==> src/rtl/cordic_phase_gen.sv <==
`default_nettype none
// ============================================================================
//  Module      : cordic_phase_gen
//  Description : NCO phase accumulator and angle front end for a pipelined
//                CORDIC sine/cosine stage. It folds the full-circle phase
//                into [-pi/2, +pi/2] and emits a signed Q2.6 radian angle.
//                A cosine-negate flag is delayed so that it lines up with
//                the CORDIC results.
//                Optional build macro CORDIC_PHASE_DITHER_EN adds LFSR
//                phase dither at the fold input only.
//  Revision    : 1.0  initial release
// ============================================================================
module cordic_phase_gen #(
   parameter int PHASE_W    = 16,
   parameter int CORDIC_LAT = 8
) (
   input  logic               clk,
   input  logic               rst,
   input  logic               en,
   input  logic [PHASE_W-1:0] ftw,
   input  logic               phase_load,
   input  logic [PHASE_W-1:0] phase_init,
   output logic [7:0]         angle_out,
   output logic               angle_valid,
   output logic               cos_neg,
   output logic               res_valid
);

   // The product of the folded phase and the pi scale factor fits in this width.
   localparam int c_PROD_W = PHASE_W + 16;

   // Quarter and half circle, expressed in phase units, at fold width.
   localparam logic signed [PHASE_W:0] c_Q     = (PHASE_W+1)'(2**(PHASE_W-2));
   localparam logic signed [PHASE_W:0] c_H     = (PHASE_W+1)'(2**(PHASE_W-1));
   localparam logic signed [PHASE_W:0] c_NEG_H = -c_H;

   // round(pi * 2^13); the rounding offset gives round-half-up on the final shift.
   localparam logic signed [c_PROD_W-1:0] c_SCALE = c_PROD_W'(25736);
   localparam logic signed [c_PROD_W-1:0] c_HALF  = c_PROD_W'(2**(PHASE_W+5));

   // ------------------------------------------------------------------------
   // Stage 0: phase accumulator
   // ------------------------------------------------------------------------
   logic [PHASE_W-1:0] r_acc;
   logic               r_v0;
   logic               w_sample;

   assign w_sample = phase_load | en;

   // Load overrides advance; wrap is the natural modulo of the adder.
   always_ff @(posedge clk) begin
      if (!rst) begin
         r_acc <= '0;
         r_v0  <= 1'b0;
      end else begin
         r_v0 <= w_sample;
         if (phase_load) begin
            r_acc <= phase_init;
         end else if (en) begin
            r_acc <= r_acc + ftw;
         end
      end
   end

   // ------------------------------------------------------------------------
   // Fold input (optionally dithered; the accumulator itself is never touched)
   // ------------------------------------------------------------------------
   logic [PHASE_W-1:0] w_fold_in;

`ifdef CORDIC_PHASE_DITHER_EN
   logic [15:0] r_lfsr;
   logic        w_lfsr_fb;

   assign w_lfsr_fb = r_lfsr[15] ^ r_lfsr[13] ^ r_lfsr[12] ^ r_lfsr[10];

   // Fibonacci LFSR x^16+x^14+x^13+x^11+1, advanced once per new sample.
   always_ff @(posedge clk) begin
      if (!rst) begin
         r_lfsr <= 16'hACE1;
      end else if (w_sample) begin
         r_lfsr <= {r_lfsr[14:0], w_lfsr_fb};
      end
   end

   assign w_fold_in = r_acc + PHASE_W'(r_lfsr[PHASE_W-10:0]);
`else
   assign w_fold_in = r_acc;
`endif

   // ------------------------------------------------------------------------
   // Stage A: fold into [-Q, +Q]; sine is preserved, cosine changes sign
   // ------------------------------------------------------------------------
   logic signed [PHASE_W:0] w_s;
   logic signed [PHASE_W:0] w_fold;
   logic                    w_fold_neg;
   logic signed [PHASE_W:0] r_sa;
   logic                    r_nega;
   logic                    r_va;

   assign w_s = signed'({w_fold_in[PHASE_W-1], w_fold_in});

   // Reflect about +/-pi/2; exactly +/-Q stays unfolded.
   always_comb begin
      w_fold     = w_s;
      w_fold_neg = 1'b0;
      if (w_s > c_Q) begin
         w_fold     = c_H - w_s;
         w_fold_neg = 1'b1;
      end else if (w_s < -c_Q) begin
         w_fold     = c_NEG_H - w_s;
         w_fold_neg = 1'b1;
      end
   end

   // Register the folded phase and its cosine-negate flag.
   always_ff @(posedge clk) begin
      if (!rst) begin
         r_sa   <= '0;
         r_nega <= 1'b0;
         r_va   <= 1'b0;
      end else begin
         r_sa   <= w_fold;
         r_nega <= w_fold_neg;
         r_va   <= r_v0;
      end
   end

   // ------------------------------------------------------------------------
   // Stage B: scale phase units to Q2.6 radians
   // ------------------------------------------------------------------------
   logic signed [c_PROD_W-1:0] w_sa_ext;
   logic signed [c_PROD_W-1:0] w_prod;
   logic signed [c_PROD_W-1:0] w_round;
   logic [7:0]                 r_angle;
   logic                       r_angle_valid;
   logic                       r_negb;

   assign w_sa_ext = {{15{r_sa[PHASE_W]}}, r_sa};
   assign w_prod   = w_sa_ext * c_SCALE;
   assign w_round  = w_prod + c_HALF;

   // Angle only changes on valid samples so it holds across idle cycles.
   always_ff @(posedge clk) begin
      if (!rst) begin
         r_angle       <= '0;
         r_angle_valid <= 1'b0;
         r_negb        <= 1'b0;
      end else begin
         r_angle_valid <= r_va;
         r_negb        <= r_va & r_nega;
         if (r_va) begin
            r_angle <= 8'(w_round >>> (PHASE_W + 6));
         end
      end
   end

   // ------------------------------------------------------------------------
   // Flag delay line matching the CORDIC latency
   // ------------------------------------------------------------------------
   logic [CORDIC_LAT-1:0] r_dly_v;
   logic [CORDIC_LAT-1:0] r_dly_n;

   // Free-running shift register; every cycle moves one slot.
   always_ff @(posedge clk) begin
      if (!rst) begin
         r_dly_v <= '0;
         r_dly_n <= '0;
      end else begin
         r_dly_v[0] <= r_angle_valid;
         r_dly_n[0] <= r_negb;
         for (int i = 1; i < CORDIC_LAT; i++) begin
            r_dly_v[i] <= r_dly_v[i-1];
            r_dly_n[i] <= r_dly_n[i-1];
         end
      end
   end

   assign angle_out   = r_angle;
   assign angle_valid = r_angle_valid;
   assign cos_neg     = r_dly_n[CORDIC_LAT-1];
   assign res_valid   = r_dly_v[CORDIC_LAT-1];

endmodule
`default_nettype wire

==> config.mk <==
export PLATFORM = sky130hd
export DESIGN_NAME = cordic_phase_gen
export DESIGN_NICKNAME = d
export VERILOG_FILES = /design/src/rtl/cordic_phase_gen.sv
export SDC_FILE = /design/constraint.sdc
export NUM_CORES = 1
export LEC_CHECK = 0
export CAP_MARGIN = 20
export CORE_MARGIN = 1.5
export CORE_UTILIZATION = 57
export CTS_BUF_LIST = sky130_fd_sc_hd__clkbuf_4 sky130_fd_sc_hd__clkbuf_8
export CTS_CLUSTER_DIAMETER = 80
export DETAILED_ROUTE_END_ITERATION = 10
export GPL_TIMING_DRIVEN = 1
export PLACE_DENSITY = 0.9
export SYNTH_ARGS = -nofsm -noshare
export SYNTH_HDL_FRONTEND = slang
export SYNTH_SLANG_ARGS = --single-unit
==> constraint.sdc <==
create_clock -name clk -period 6.85 [get_ports clk]
set_clock_uncertainty 0.15 [all_clocks]
set_input_delay 1.37 -clock clk [delete_from_list [all_inputs] [get_ports clk]]
set_output_delay 1.37 -clock clk [all_outputs]
set_load 0.05 [all_outputs]
==> run metrics <==
Synth top area share=23.1%; final global-route overflow total=0; Max Clk Rate=180 MHz; initial core utilization=58.5%; die area=roughly 0.01 sq mm; ys flop type=dfxtp_1; num ports=47; count of state elements after synthesis=62; Logic pwr share=approximately three fifths; most common cell in the netlist=ha_1; EDFF count, synth=0; Total Routing Usage GR=25.2%; core area=approximately 0.009 sq mm; critical path's largest stage delay=0.55 ns; Worst-path clk slew=0.08 ns; WP buf/inv=0; drt total wl=12000 um; Slowest-stage cell, CP=fa_1; Static Leak=0.00295 uW; Die H=100 um; delay-heaviest family, CP=adder cells; Synth cell types=54; Yosys warnings=0; Cells on Worst Hold Path=1; Seq/Total Area, Yosys=23.1%; Crit Path Max Fanout=5; Reg2Reg Launch Point=r_sa[9]; Vias=roughly 4200; Area contributors post-synth=dfxtp_1 23%, ha_1 20%, fa_1 15%, xor2_1 4.6%, xnor2_1 4.1%; R2R Setup Slk=between 1 and 1.5 ns; # fillers=670; DRC Markers=0; Setup Buffers After CTS=0; post-DR vias/cell=5.81; vias in the first global route=4338; Reg power frac=21.8%; synthesized cell area=0.00538 sq mm; DR WL/cell=16.7 um; RSZ-0062 raised after global routing=no; clock tree from TritonCTS=done; port bufs=46; share of post-route cells with drive strength above 1=4.58%; Worst Setup End Kind=flip-flop; Num CTS Buffers=9; Synth area leader=dfxtp_1; critical path data required time=between 6 and 7 ns; CTS Sinks=62; htree depth=3; syn_area_per_cell=9.56 sq um; Final min period=around 5.6 ns; number of diodes=0; Worst Hold Path EP=r_dly_v[6]; DRT iter0 DRCs=180; num rows=35; Final #Nets=roughly 770; largest net degree at the start of global routing=33; post-CTS resize count=0; Arrival @ worst endpoint=about 5.6 ns; Max Cap Viol=0; Clock Path Buffers=2; status=finished clean; global-route wire length before repair=between 15000 and 20000 um; initial antenna violation count=0; Synth top cells by count=85 x ha_1, 62 x dfxtp_1, 57 x nor2_1; HPWL after detailed placement=9420 um; share of flip-flops with an asynchronous set or reset=0%; Syn Nets=723; Switching Share=45.5%; pwr/cell area=332 mW/mm^2; clock power share=~16%; CP Cell Sequence=ha_1, fa_1, fa_1, fa_1, ha_1, ha_1, nand2_1, a2111oi_0, a211oi_1, a21boi_1, a21oi_1, a311oi_1, nand4_1, xor2_1, a21oi_1, a311o_1; CP Launch Type=flip-flop; dpl cells=705; Peak VDD IR=0.283 mV; R2R cell count=16; Total Neg Setup Slack=0 ns; reg2reg end=angle_out[7]; width of the chip=100 um; Hold Buf Count CTS=0; Root Driver=clkbuf_8; Final Setup Violations=0; Synth Instances=563; worst slew pin tran=1.06 ns; GPL Wtd Cong=0.874; Final ANT Viol Nets=0; hold_sp=r_dly_v[5]; Layout Area Growth over Synthesis=14.3%; Max Slew Vio Count=0; P_int=~1100 uW; drt pass-1 iters=5; Non-Filler Instances=slightly above 700; Period Utilization, post-route=~80%; Psw=929 uW; Final Hold Vio Count=0; Slew HR=29.2%; clock latency on the worst-skew pair=0.34 ns; Hold/Removal Path Class=flip-flop to flip-flop; Crit Path Category=flip-flop to flip-flop
==> layout by cell type (no fill, tap or decap), types with 17 or more instances in the layout <==
master / netlist / final
a21oi_1: 26 / 26
and2_1: 19 / 19
clkdlybuf4s50_1: 0 / 46
dfxtp_1: 62 / 62
fa_1: 39 / 39
ha_1: 85 / 85
inv_1: 39 / 39
mux2i_1: 17 / 17
nand2_1: 28 / 28
nor2_1: 57 / 57
xnor2_1: 25 / 25
xor2_1: 28 / 28
==> power by group through the flow <==
| stage | Clock (uW) | Sequential, uW | Combinational [uW] |
|---|---|---|---|
| after floorplan | 0 | 470 | 914 |
| after global placement | 0 | 450 | 1180 |
| after detailed placement | 0 | 453 | 1220 |
| after CTS | 337 | 445 | 1250 |
| after global routing | 350 | 452 | 1390 |
| final | 333 | 445 | 1260 |
==> sequential cells by signal, summed over array words and instances, names as in the netlist <==
name	cells
r_sa	17
r_acc	16
angle_out	8
r_dly_n	8
r_dly_v	8
angle_valid	1
r_nega	1
r_negb	1
r_v0	1
r_va	1
==> worst reg2reg max path: stages (launching register included) <==
cell and delay [ns]:
dfxtp_1 0.49, ha_1 0.31, fa_1 0.49, fa_1 0.55, fa_1 0.43, ha_1 0.32, ha_1 0.35, nand2_1 0.11
a2111oi_0 0.39, a211oi_1 0.17, a21boi_1 0.37, a21oi_1 0.12, a311oi_1 0.46, nand4_1 0.17, xor2_1 0.21, a21oi_1 0.09
a311o_1 0.28
==> kinds of logic (layout without fill, tap and decap cells) <==
| family | after synthesis | count (layout) | synth area share (%) |
|---|---|---|---|
| buf+inv | 56 | 104 | 4.05 |
| fa+ha+maj | 124 | 124 | 34.3 |
| mux | 23 | 23 | 4.49 |
| simple gates | 141 | 141 | 12.7 |
| xor+xnor | 53 | 53 | 8.63 |
| flops | 62 | 62 | 23.1 |
| compound gates | 104 | 104 | 12.8 |
==> worst max path at each step <==
| stage | startpoint | to | slack [ns] | depth (start not counted) |
|---|---|---|---|---|
| after floorplan | r_sa[9] | angle_out[7] | 1.88 | 16 |
| after global placement | r_sa[7] | angle_out[7] | 1.52 | 16 |
| after detailed placement | r_sa[9] | angle_out[7] | 1.32 | 16 |
| after CTS | r_sa[9] | angle_out[7] | 1.32 | 16 |
| after global routing | r_sa[9] | angle_out[7] | 1.01 | 16 |
| final | r_sa[9] | angle_out[7] | 1.29 | 16 |
==> stage by stage <==
stage	power (uW)	util [%]	instance area [sq um]	hold slack (ns)	setup slack, ns
floorplan	1380	-	5380	0.262	1.88
global placement	1630	64.4	5920	0.266	1.52
detailed placement	1680	64.4	5920	0.270	1.32
CTS	2030	66.6	6120	0.291	1.32
global route	2190	66.9	6150	0.301	1.01
finish	2040	66.9	6150	0.287	1.29
==> per-layer routing <==
metal,global-route usage [%],share of wire (%),vias to the layer above
met5,0,0,-
met2,45.9,51,146
met3,4.18,4.8,29
met4,9.53,2.4,0
met1,29.6,41,1987
li1,-,-,2032
==> area by class of cell <==
class | instances | area (sq um) | area share [%]
Tap cell | 111 | 139 | 2.26
Inverter | 40 | 150 | 2.44
Sequential cell | 62 | 1240 | 20.2
Clock inverter | 7 | 80.1 | 1.30
Multi-Input combinational cell | 445 | 3920 | 63.8
Clock buffer | 9 | 124 | 2.01
Timing Repair Buffer | 48 | 495 | 8.05
Power figures use the tool's default switching activity.
